## src/rtl/song_sequencer_if.sv

```systemverilog
// Song ROM read port plus note-player handshake, as seen by the sequencer.
interface song_sequencer_if;
  logic [6:0]  rom_addr;
  logic [11:0] rom_data;
  logic [5:0]  note_to_load;
  logic [5:0]  duration_to_load;
  logic        load_new_note;
  logic        done_with_note;
  logic        play_enable;

  // Sequencer side
  modport master (
    output rom_addr,
    output note_to_load,
    output duration_to_load,
    output load_new_note,
    output play_enable,
    input  rom_data,
    input  done_with_note
  );

  // ROM / note-player side
  modport slave (
    input  rom_addr,
    input  note_to_load,
    input  duration_to_load,
    input  load_new_note,
    input  play_enable,
    output rom_data,
    output done_with_note
  );
endinterface

```

## src/rtl/song_sequencer.sv

```systemverilog
// Song sequencer: walks the song ROM one note at a time, hands each note to
// the note player with a one-cycle strobe and waits for it to finish.
module song_sequencer (
  input  logic                    clk_i,
  input  logic                    reset_i,
  input  logic                    play_pause_i,
  input  logic                    next_song_i,
  song_sequencer_if.master        seq_io,
  output logic [1:0]              current_song_o,
  output logic                    song_done_o
);

  localparam logic [2:0] StFetch = 3'd0;
  localparam logic [2:0] StWait  = 3'd1;
  localparam logic [2:0] StLoad  = 3'd2;
  localparam logic [2:0] StPlay  = 3'd3;
  localparam logic [2:0] StEnd   = 3'd4;

  logic [2:0] state_q, state_d;
  logic       playing_q, playing_d;
  logic [1:0] song_q, song_d;
  logic [4:0] idx_q, idx_d;
  logic [5:0] note_q, note_d;
  logic [5:0] dur_q, dur_d;
  logic       end_marker;

  // A zero duration marks the end of a song.
  assign end_marker = (seq_io.rom_data[5:0] == 6'd0);

  // Next-state logic; next_song overrides whatever the FSM would do.
  always_comb begin
    state_d   = state_q;
    playing_d = playing_q ^ play_pause_i;
    song_d    = song_q;
    idx_d     = idx_q;
    note_d    = note_q;
    dur_d     = dur_q;
    case (state_q)
      StFetch: begin
        if (playing_q) state_d = StWait;
      end
      StWait: begin
        if (playing_q) begin
          if (end_marker) begin
            state_d = StEnd;
          end else begin
            state_d = StLoad;
            note_d  = seq_io.rom_data[11:6];
            dur_d   = seq_io.rom_data[5:0];
          end
        end
      end
      StLoad: begin
        if (playing_q) state_d = StPlay;
      end
      StPlay: begin
        // While paused the note player is frozen, so done is not honoured.
        if (playing_q && seq_io.done_with_note) begin
          if (idx_q == 5'd31) begin
            state_d = StEnd;
          end else begin
            idx_d   = idx_q + 5'd1;
            state_d = StFetch;
          end
        end
      end
      StEnd: begin
        song_d    = song_q + 2'd1;
        idx_d     = 5'd0;
        playing_d = 1'b0;
        state_d   = StFetch;
      end
      default: state_d = StFetch;
    endcase
    if (next_song_i) begin
      // Single increment even in StEnd; playing keeps StEnd's clear if any.
      song_d  = song_q + 2'd1;
      idx_d   = 5'd0;
      state_d = StFetch;
      note_d  = note_q;
      dur_d   = dur_q;
    end
  end

  // State registers with synchronous reset.
  always_ff @(posedge clk_i) begin
    if (reset_i) begin
      state_q   <= StFetch;
      playing_q <= 1'b0;
      song_q    <= 2'd0;
      idx_q     <= 5'd0;
      note_q    <= 6'd0;
      dur_q     <= 6'd0;
    end else begin
      state_q   <= state_d;
      playing_q <= playing_d;
      song_q    <= song_d;
      idx_q     <= idx_d;
      note_q    <= note_d;
      dur_q     <= dur_d;
    end
  end

  // Output decode.
  always_comb begin
    seq_io.rom_addr         = {song_q, idx_q};
    seq_io.note_to_load     = note_q;
    seq_io.duration_to_load = dur_q;
    seq_io.play_enable      = playing_q;
    seq_io.load_new_note    = (state_q == StLoad) && playing_q && !next_song_i && !reset_i;
    current_song_o          = song_q;
    song_done_o             = (state_q == StEnd);
  end

endmodule

```

## src/flat_wrapper.sv

```systemverilog
// flat-port wrapper written by rule: the top's interface ports become plain ports
module song_sequencer_flat 
  (clk_i, reset_i, play_pause_i, next_song_i, current_song_o, song_done_o, seq_io_rom_addr, seq_io_note_to_load, seq_io_duration_to_load, seq_io_load_new_note, seq_io_play_enable, seq_io_rom_data, seq_io_done_with_note);
  song_sequencer_if seq_io_i ();
  input  logic clk_i;
  input  logic reset_i;
  input  logic play_pause_i;
  input  logic next_song_i;
  output logic [1:0] current_song_o;
  output logic song_done_o;
  output wire logic [$bits(seq_io_i.rom_addr)-1:0] seq_io_rom_addr;
  output wire logic [$bits(seq_io_i.note_to_load)-1:0] seq_io_note_to_load;
  output wire logic [$bits(seq_io_i.duration_to_load)-1:0] seq_io_duration_to_load;
  output wire logic [$bits(seq_io_i.load_new_note)-1:0] seq_io_load_new_note;
  output wire logic [$bits(seq_io_i.play_enable)-1:0] seq_io_play_enable;
  input wire logic [$bits(seq_io_i.rom_data)-1:0] seq_io_rom_data;
  input wire logic [$bits(seq_io_i.done_with_note)-1:0] seq_io_done_with_note;
  assign seq_io_rom_addr = seq_io_i.rom_addr;
  assign seq_io_note_to_load = seq_io_i.note_to_load;
  assign seq_io_duration_to_load = seq_io_i.duration_to_load;
  assign seq_io_load_new_note = seq_io_i.load_new_note;
  assign seq_io_play_enable = seq_io_i.play_enable;
  assign seq_io_i.rom_data = seq_io_rom_data;
  assign seq_io_i.done_with_note = seq_io_done_with_note;
  song_sequencer u_core (.clk_i(clk_i), .reset_i(reset_i), .play_pause_i(play_pause_i), .next_song_i(next_song_i), .seq_io(seq_io_i), .current_song_o(current_song_o), .song_done_o(song_done_o));
endmodule
```

## config.mk

```make
export PLATFORM = sky130hd
export DESIGN_NAME = song_sequencer_flat
export DESIGN_NICKNAME = d
export VERILOG_FILES = /design/src/rtl/song_sequencer_if.sv /design/src/rtl/song_sequencer.sv /design/src/flat_wrapper.sv
export SDC_FILE = /design/constraint.sdc
export NUM_CORES = 1
export LEC_CHECK = 0
export CORE_MARGIN = 4
export CORE_UTILIZATION = 30
export CTS_BUF_LIST = sky130_fd_sc_hd__clkbuf_16
export DETAILED_ROUTE_END_ITERATION = 12
export SLEW_MARGIN = 20
export SYNTH_ARGS = -nofsm -noshare
export SYNTH_HDL_FRONTEND = slang
export SYNTH_SLANG_ARGS = --single-unit
```

## constraint.sdc

```tcl
create_clock -name clk_i -period 2.1 [get_ports clk_i]
set_clock_uncertainty 0.2 [all_clocks]
set_input_delay 0.525 -clock clk_i [delete_from_list [all_inputs] [get_ports clk_i]]
set_output_delay 0.525 -clock clk_i [all_outputs]
set_load 0.02 [all_outputs]
```

== Yosys cells after proc, flatten, opt, wreduce, memory -nomap -nowiden ==
Cells that the tools add are included.

* Flip-flop bits (word level): 23
* Bits of input ports: 17
* Output and inout port bits: 24
* Word-level logic and storage cells: 48

* $add $sub $neg: 2
* Equality and inequality tests: 10
* Mux-type cells: 12
* Bitwise operators: 3
* Reductions and logical operators: 15

{| class="wikitable"
|+ Operator list
! operator !! count
|-
| 3-bit 2-to-1 mux || 6
|-
| 3-bit one-hot mux with 4 select lines || 1
|-
| 5-bit 2-to-1 mux || 2
|-
| 5-bit one-hot mux with 2 select lines || 1
|-
| 2-bit by 1-bit != test with 1-bit output, second input constant || 4
|-
| 4-bit AND reduction || 2
|-
| 3-bit by 2-bit equality test with 1-bit output, second input constant || 2
|-
| 6-bit zero test || 1
|-
| 5-bit by 1-bit adder with 5-bit output, second input constant || 1
|-
| 5-bit equality test, second input constant || 1
|-
| 1-bit logical AND || 4
|-
| 2-bit 2-to-1 mux || 2
|-
| 2-bit nonzero test || 2
|-
| 2-bit OR reduction || 2
|-
| 3-bit by 1-bit equality test with 1-bit output, second input constant || 1
|-
| 3-bit equality test, second input constant || 1
|-
| 3-bit zero test || 1
|-
| 3-bit AND reduction || 1
|-
| 2-bit by 1-bit adder with 2-bit output, second input constant || 1
|-
| 1-bit zero test || 2
|-
| 2-bit != test, second input constant || 1
|-
| 1-bit inverter || 2
|-
| 1-bit bitwise XOR || 1
|}

== Depth between registers and ports, before layout ==
Gate-level depths: netlist of the first run.

* Depth after elaboration: 4
* Mapped depth: 6
* Mapped depth without buffers: 6

== Worst setup path before layout of the first run ==
OpenSTA, ideal clock, no wires.

* Kind: input -> output
* Start point: input next_song_i
* End point: output seq_io_load_new_note
* Arrival: 1.428 ns
* Data required time: 1.375 ns
* Slack: -0.053 ns
* Cell stages on the path: 2
* Buffers on the path: 0
* Cell sequence: or3_1 > nor3_1

* Longest elaborated chain between the ends: 3

{| class="wikitable"
|+ RTL lines
! item !! RTL line !! source
|-
| start: declaration || flat_wrapper.sv:8 || <nowiki>input logic next_song_i;</nowiki>
|-
| 1-bit zero test || song_sequencer.sv:110 || <nowiki>seq_io.load_new_note = (state_q == StLoad) && playing_q && !next_song_i && !reset_i;</nowiki>
|-
| 1-bit logical AND (2 in series) || song_sequencer.sv:110 ||
|-
| end: declaration || flat_wrapper.sv:14 || <nowiki>output wire logic [$bits(seq_io_i.load_new_note)-1:0] seq_io_load_new_note;</nowiki>
|}

No other way between the ends.

== Worst setup path after layout of the first run ==
Same ends and word-level chain as after synthesis.

==> results of run 1 <==
[final timing paths]
check / depth (start not counted) / start / slack (ns) / end
max: 4 / next_song_i / 0.03 / seq_io_load_new_note
min: 2 / u_core.seq_io.duration_to_load[3] / 0.27 / u_core.seq_io.duration_to_load[3]
max reg2reg: 6 / u_core.idx_q[0] / 0.19 / u_core.idx_q[3]
min reg2reg: 2 / u_core.seq_io.duration_to_load[3] / 0.27 / u_core.seq_io.duration_to_load[3]
[flip-flops by register name (all words and copies together), names as in the netlist]
name,cells
u_core.current_song_o,2
u_core.seq_io.note_to_load,6
u_core.seq_io.duration_to_load,6
u_core.idx_q,5
u_core.state_q,3
u_core.seq_io.play_enable,1
[timing repair]
action,in CTS,in global routing
setup endpoints to repair,3,7
cloned,0,1
pin swaps,2,3
setup buffers,0,2
hold buffers,0,0
resized for setup,16,7
endpoints found under the hold margin,0,0
[area by class of cell]
class / instances / area share (%)
clock buffer: 3 / 4.11
tap: 48 / 3.29
clock inverter: 1 / 0.274
inverter: 2 / 0.411
timing repair buffer: 58 / 30.5
multi-input combinational: 88 / 36.2
sequential: 23 / 25.2
[per-layer routing]
layer	track usage, %	vias up
li1	-	530
met1	13.4	480
met2	18.7	34
met3	2.16	2
met4	3.83	0
met5	0	-
[cell families after synthesis]
family,synth area share [%]
buf+inv,4.76
mux,13.1
simple gates,30.5
flops,39.8
fa+ha+maj,2.16
xor+xnor,0.757
compound gates,8.97
[cells in the mapped netlist (3+ instances only)]
library cell / number
dfxtp_1: 23
mux2i_1: 14
clkbuf_1: 3
nand2_1: 3
nor2_1: 4
nor3_1: 6
a21oi_1: 4
nand3_1: 7
nand2b_1: 24
or3_1: 4
[worst max-delay path: cells and delay by family]
family	cells	cell delay, ns
buffers and inverters	2	0.24
AND/OR/NAND/NOR	2	0.58
[where the power goes]
part           internal [mW]  leakage (nW)  switching (mW)
clock                  0.256        0.0409           0.154
sequential             0.444         0.186         0.00568
combinational         0.0772         0.482          0.0583
total                  0.777         0.709           0.218
[through the flow]
step	hold WS, ns	instances	TNS, ns
final	0.273	223	0
after detailed placement	0.271	216	-3.25
after global placement	0.261	216	-2.99
after CTS	0.279	220	0
after floorplan	0.346	121	0
after global routing	0.299	223	-0.00219
==> impl_metrics.yaml, run 1 <==
run_status:
  status: "complete, no violations"
routing:
  wirelength_mm: 2.78
  final_antenna_net_count: 0
  wl_per_cell_um: 12.5
  drc: 0
  wl_met3_um: 126
  viasPerCell: 4.69
  dr.max_layer_used: "met4"
  dr.pass1.iters: 4
  route.vias.total: 1046
  m1WireLength_mm: 1.29
  route.met2.wl_mm: 1.34
  dr.first_iter.drc_count: 29
yosys:
  yosysWarnings: 0
  synth_edf_count: 0
  syn-cell-area_um2: 1160
  synth_ff_type: "dfxtp_1"
  synth-seq-cells: 23
  yosys-top-cells-area: "dfxtp_1 40%, nand2b_1 13%, mux2i_1 12%, nand3_1 3.0%, nor3_1 2.6%"
  ys_async_sr_fraction_pct: 0
  synth_top_area_share_pct: 39.8
  yosys.area.top_type: "dfxtp_1"
  ys_seq_area_share_pct: 39.8
  syn_avg_cell_area_um2: 9.56
  netlist_instances: 121
  ys_types: 32
  syn_nets: 140
clocking:
  clk_pin_slew_ns: 0.06
  clk-insertion-delay-late_ns: 0.25
  clock-sinks: 23
  htreeDepth: 1
  cts_tree: "yes"
  numCtsBuffers: 3
  cts_root_buf: "clkbuf_16"
  clk_path_buf_depth: 2
cells_and_area:
  fin_nets: 195
  layout_commonest_cell: "clkdlybuf4s50_1"
  syn_to_final_growth_pct: 57.7
  seq_area_um2: 460
  postLayoutCellArea_um2: 1830
  drive_above_1_share_pct: 18.9
  final_util_pct: 49.5
  mostFrequentLayoutCells: "35 x clkdlybuf4s50_1, 24 x nand2b_1, 23 x dfxtp_1"
  fillerInstances: 342
  antenna_cells: 0
  multi_input_area_um2: 661
die:
  top_level_ports: 41
  initial_core_util_pct: 31.4
  core_area_um2: 3690
  fp-row-count: 22
  die_h_um: 70.1
  dieArea_um2: 4920
  die_x_um: 70.1
worst_setup_path:
  arrival_ns: 1.35
  cp-start-kind: "input pin"
  max_stage_delay_ns: 0.37
  path_max_fanout: 2
  slowest_stage: "or3_4"
  crit_top_cell: "buf_6"
  crit_chain: "buf_6 > or3_4 > nor3_4 > buf_6"
  worst_ep_required_time_ns: 1.37
  critPathKind: "input pin to output pin"
  end_kind: "output pin"
placement:
  place_ws_ns: -0.781
  port_buffers: 40
  gp_congestion: 0.846
  place_hpwl_mm: 2.04
  dpl-instance-area_um2: 1700
sta:
  setup_ws_ns: 0.0269
  worstMarginPinSlew_ns: 0.282
  max_freq_mhz: 482
  slew_viol_final: 0
  min_period_over_period_pct: 98.7
  setup_viol: 0
  relSlewSlack_pct: 81.2
  min_period_ns: 2.07
  final_hold_viol_count: 0
global_routing:
  antenna_found_initial: 0
  grt_max_degree: 32
  grt.overflow.total: 0
  grt_pass1_wl_mm: 4.47
  grt.total_usage_pct: 10.9
  grt_pass1_vias: 1037
power:
  power.density_nw_per_um2: 545
  vdd_ir_drop_max_v: 0.000306
  power_mw: 0.995
  p_leak_nw: 0.709
hold_path:
  min_path_type: "register to register"
job:
  maxCapViolCount: 0
Note: power is estimated with default switching activity, not from simulation.
==> run 2, diff against run 1 <==
--- a/config.mk
+++ b/config.mk
@@ -5,6 +5,7 @@
 export SDC_FILE = /design/constraint.sdc
 export NUM_CORES = 1
 export LEC_CHECK = 0
+export CORE_ASPECT_RATIO = 0.6
 export CORE_MARGIN = 4
 export CORE_UTILIZATION = 30
 export CTS_BUF_LIST = sky130_fd_sc_hd__clkbuf_16
==> impl_metrics.yaml, run 2 (synthesized netlist as in run 1, its figures left out) <==
sta:
  setup_viol: 0
  slew_viol_final: 0
  rsz0062_at_grt: "true"
  max_freq_mhz: 485
  worstMarginPinSlew_ns: 0.410
  holdWs_ns: 0.271
  min_period_over_period_pct: 98.2
  setup_ws_ns: 0.0379
  relSlewSlack_pct: 72.7
  final_hold_viol_count: 0
  min_period_ns: 2.06
  setup_tns_ns: 0
die:
  top_level_ports: 41
  fp-row-count: 17
  die_x_um: 88.2
  die_h_um: 56.1
  initial_core_util_pct: 31.3
  dieArea_um2: 4950
  core_area_um2: 3700
global_routing:
  grt.overflow.total: 0
  grt_pass1_wl_mm: 4.83
  grt_max_degree: 32
  antenna_found_initial: 0
  grt.total_usage_pct: 12.4
  grt_pass1_vias: 1033
cells_and_area:
  postLayoutCellArea_um2: 1810
  layout_commonest_cell: "clkdlybuf4s50_1"
  multi_input_area_um2: 663
  seq_area_um2: 462
  fin_nets: 192
  syn_to_final_growth_pct: 56.8
  final_util_pct: 49.0
  antenna_cells: 0
  fillerInstances: 355
  instances_no_fill: 219
  drive_above_1_share_pct: 18.0
  mostFrequentLayoutCells: "31 x clkdlybuf4s50_1, 24 x nand2b_1, 22 x dfxtp_1"
routing:
  dr.first_iter.drc_count: 97
  viasPerCell: 4.69
  dr.pass1.iters: 4
  route.vias.total: 1027
  wl_per_cell_um: 13.2
  drc: 0
  wirelength_mm: 2.90
  final_antenna_net_count: 0
worst_setup_path:
  cp_num_buf_inv: 2
  crit_top_cell: "buf_6"
  critPathKind: "input pin to output pin"
  r2r_cells: 6
  cp_num_cells: 4
  cp_top_family: "simple AND/OR/NAND/NOR gates"
  max_stage_delay_ns: 0.38
  arrival_ns: 1.34
  crit_chain: "buf_6 > or3_4 > nor3_4 > buf_6"
  path_max_fanout: 2
  cp-start-kind: "input pin"
  slowest_stage: "or3_4"
  worst_ep_required_time_ns: 1.37
  end_kind: "output pin"
power:
  vdd_ir_drop_max_v: 0.000254
  p_leak_nw: 0.733
  power_mw: 0.986
  power.density_nw_per_um2: 544
clocking:
  hold_buffers: 0
  clk_path_buf_depth: 2
  cts_root_buf: "clkbuf_16"
  cts_tree: "yes"
  htreeDepth: 1
  clk_pin_slew_ns: 0.06
  clk-insertion-delay-late_ns: 0.25
  numCtsBuffers: 3
  clock-sinks: 23
hold_path:
  min_path_type: "register to register"
  hold_path_depth: 2
placement:
  place_ws_ns: -0.811
  place_hpwl_mm: 2.24
  port_buffers: 40
  gp_congestion: 0.788
  dpl.cell_count: 214
  dpl-instance-area_um2: 1690
job:
  maxCapViolCount: 0
run_status:
  status: "complete, no violations"
run 2: cell count changes in the layout (fill, tap and decap cells not counted), sizes merged:
cell	previous run	this run
dlymetal6s2s	0	4
buf	21	18
clkdlybuf4s50	35	31
clkinv	1	0
inv	2	3
run 2: worst paths after layout:
path / startpoint / to / slack, ns
setup / recovery: next_song_i / seq_io_load_new_note / 0.04
hold / removal: u_core.seq_io.note_to_load[1] / u_core.seq_io.note_to_load[1] / 0.27
setup reg to reg: u_core.idx_q[0] / u_core.idx_q[0] / 0.14
hold reg to reg: u_core.seq_io.note_to_load[1] / u_core.seq_io.note_to_load[1] / 0.27
run 2: per-layer routing:
metal,routed length [um],vias up,global-route usage [%]
met2,1350,30,18.8
met3,146,2,3.55
met4,27,0,3.88
met1,1370,473,16.7
met5,0,-,0
li1,-,522,-
run 2: where the power goes:
part	switching, mW	leakage [nW]	total, mW	internal, mW
Clock	0.149	0.0423	0.403	0.254
Combinational	0.0596	0.504	0.134	0.0742
Sequential	0.00573	0.187	0.450	0.444
run 2: layout make-up:
class / count / share of cell area, %
Sequential cell: 23 / 25.4
Timing Repair Buffer: 55 / 30.0
Clock inverter: 1 / 0.207
Inverter: 2 / 0.414
Tap cell: 47 / 3.24
Multi-Input combinational cell: 88 / 36.6
Clock buffer: 3 / 4.14
run 2: tightest hold or removal path, stage by stage (launching register included):
cell	delay [ns]
dfxtp_1	0.30
nand2b_1	0.06
mux2i_1	0.06
run 2: repair_timing:
item                       4_1_cts  5_1_grt
setup endpoints to repair        3        5
pin swaps                        2        3
cloned                           0        1
resized for setup               18       11
setup buffers                    0        0
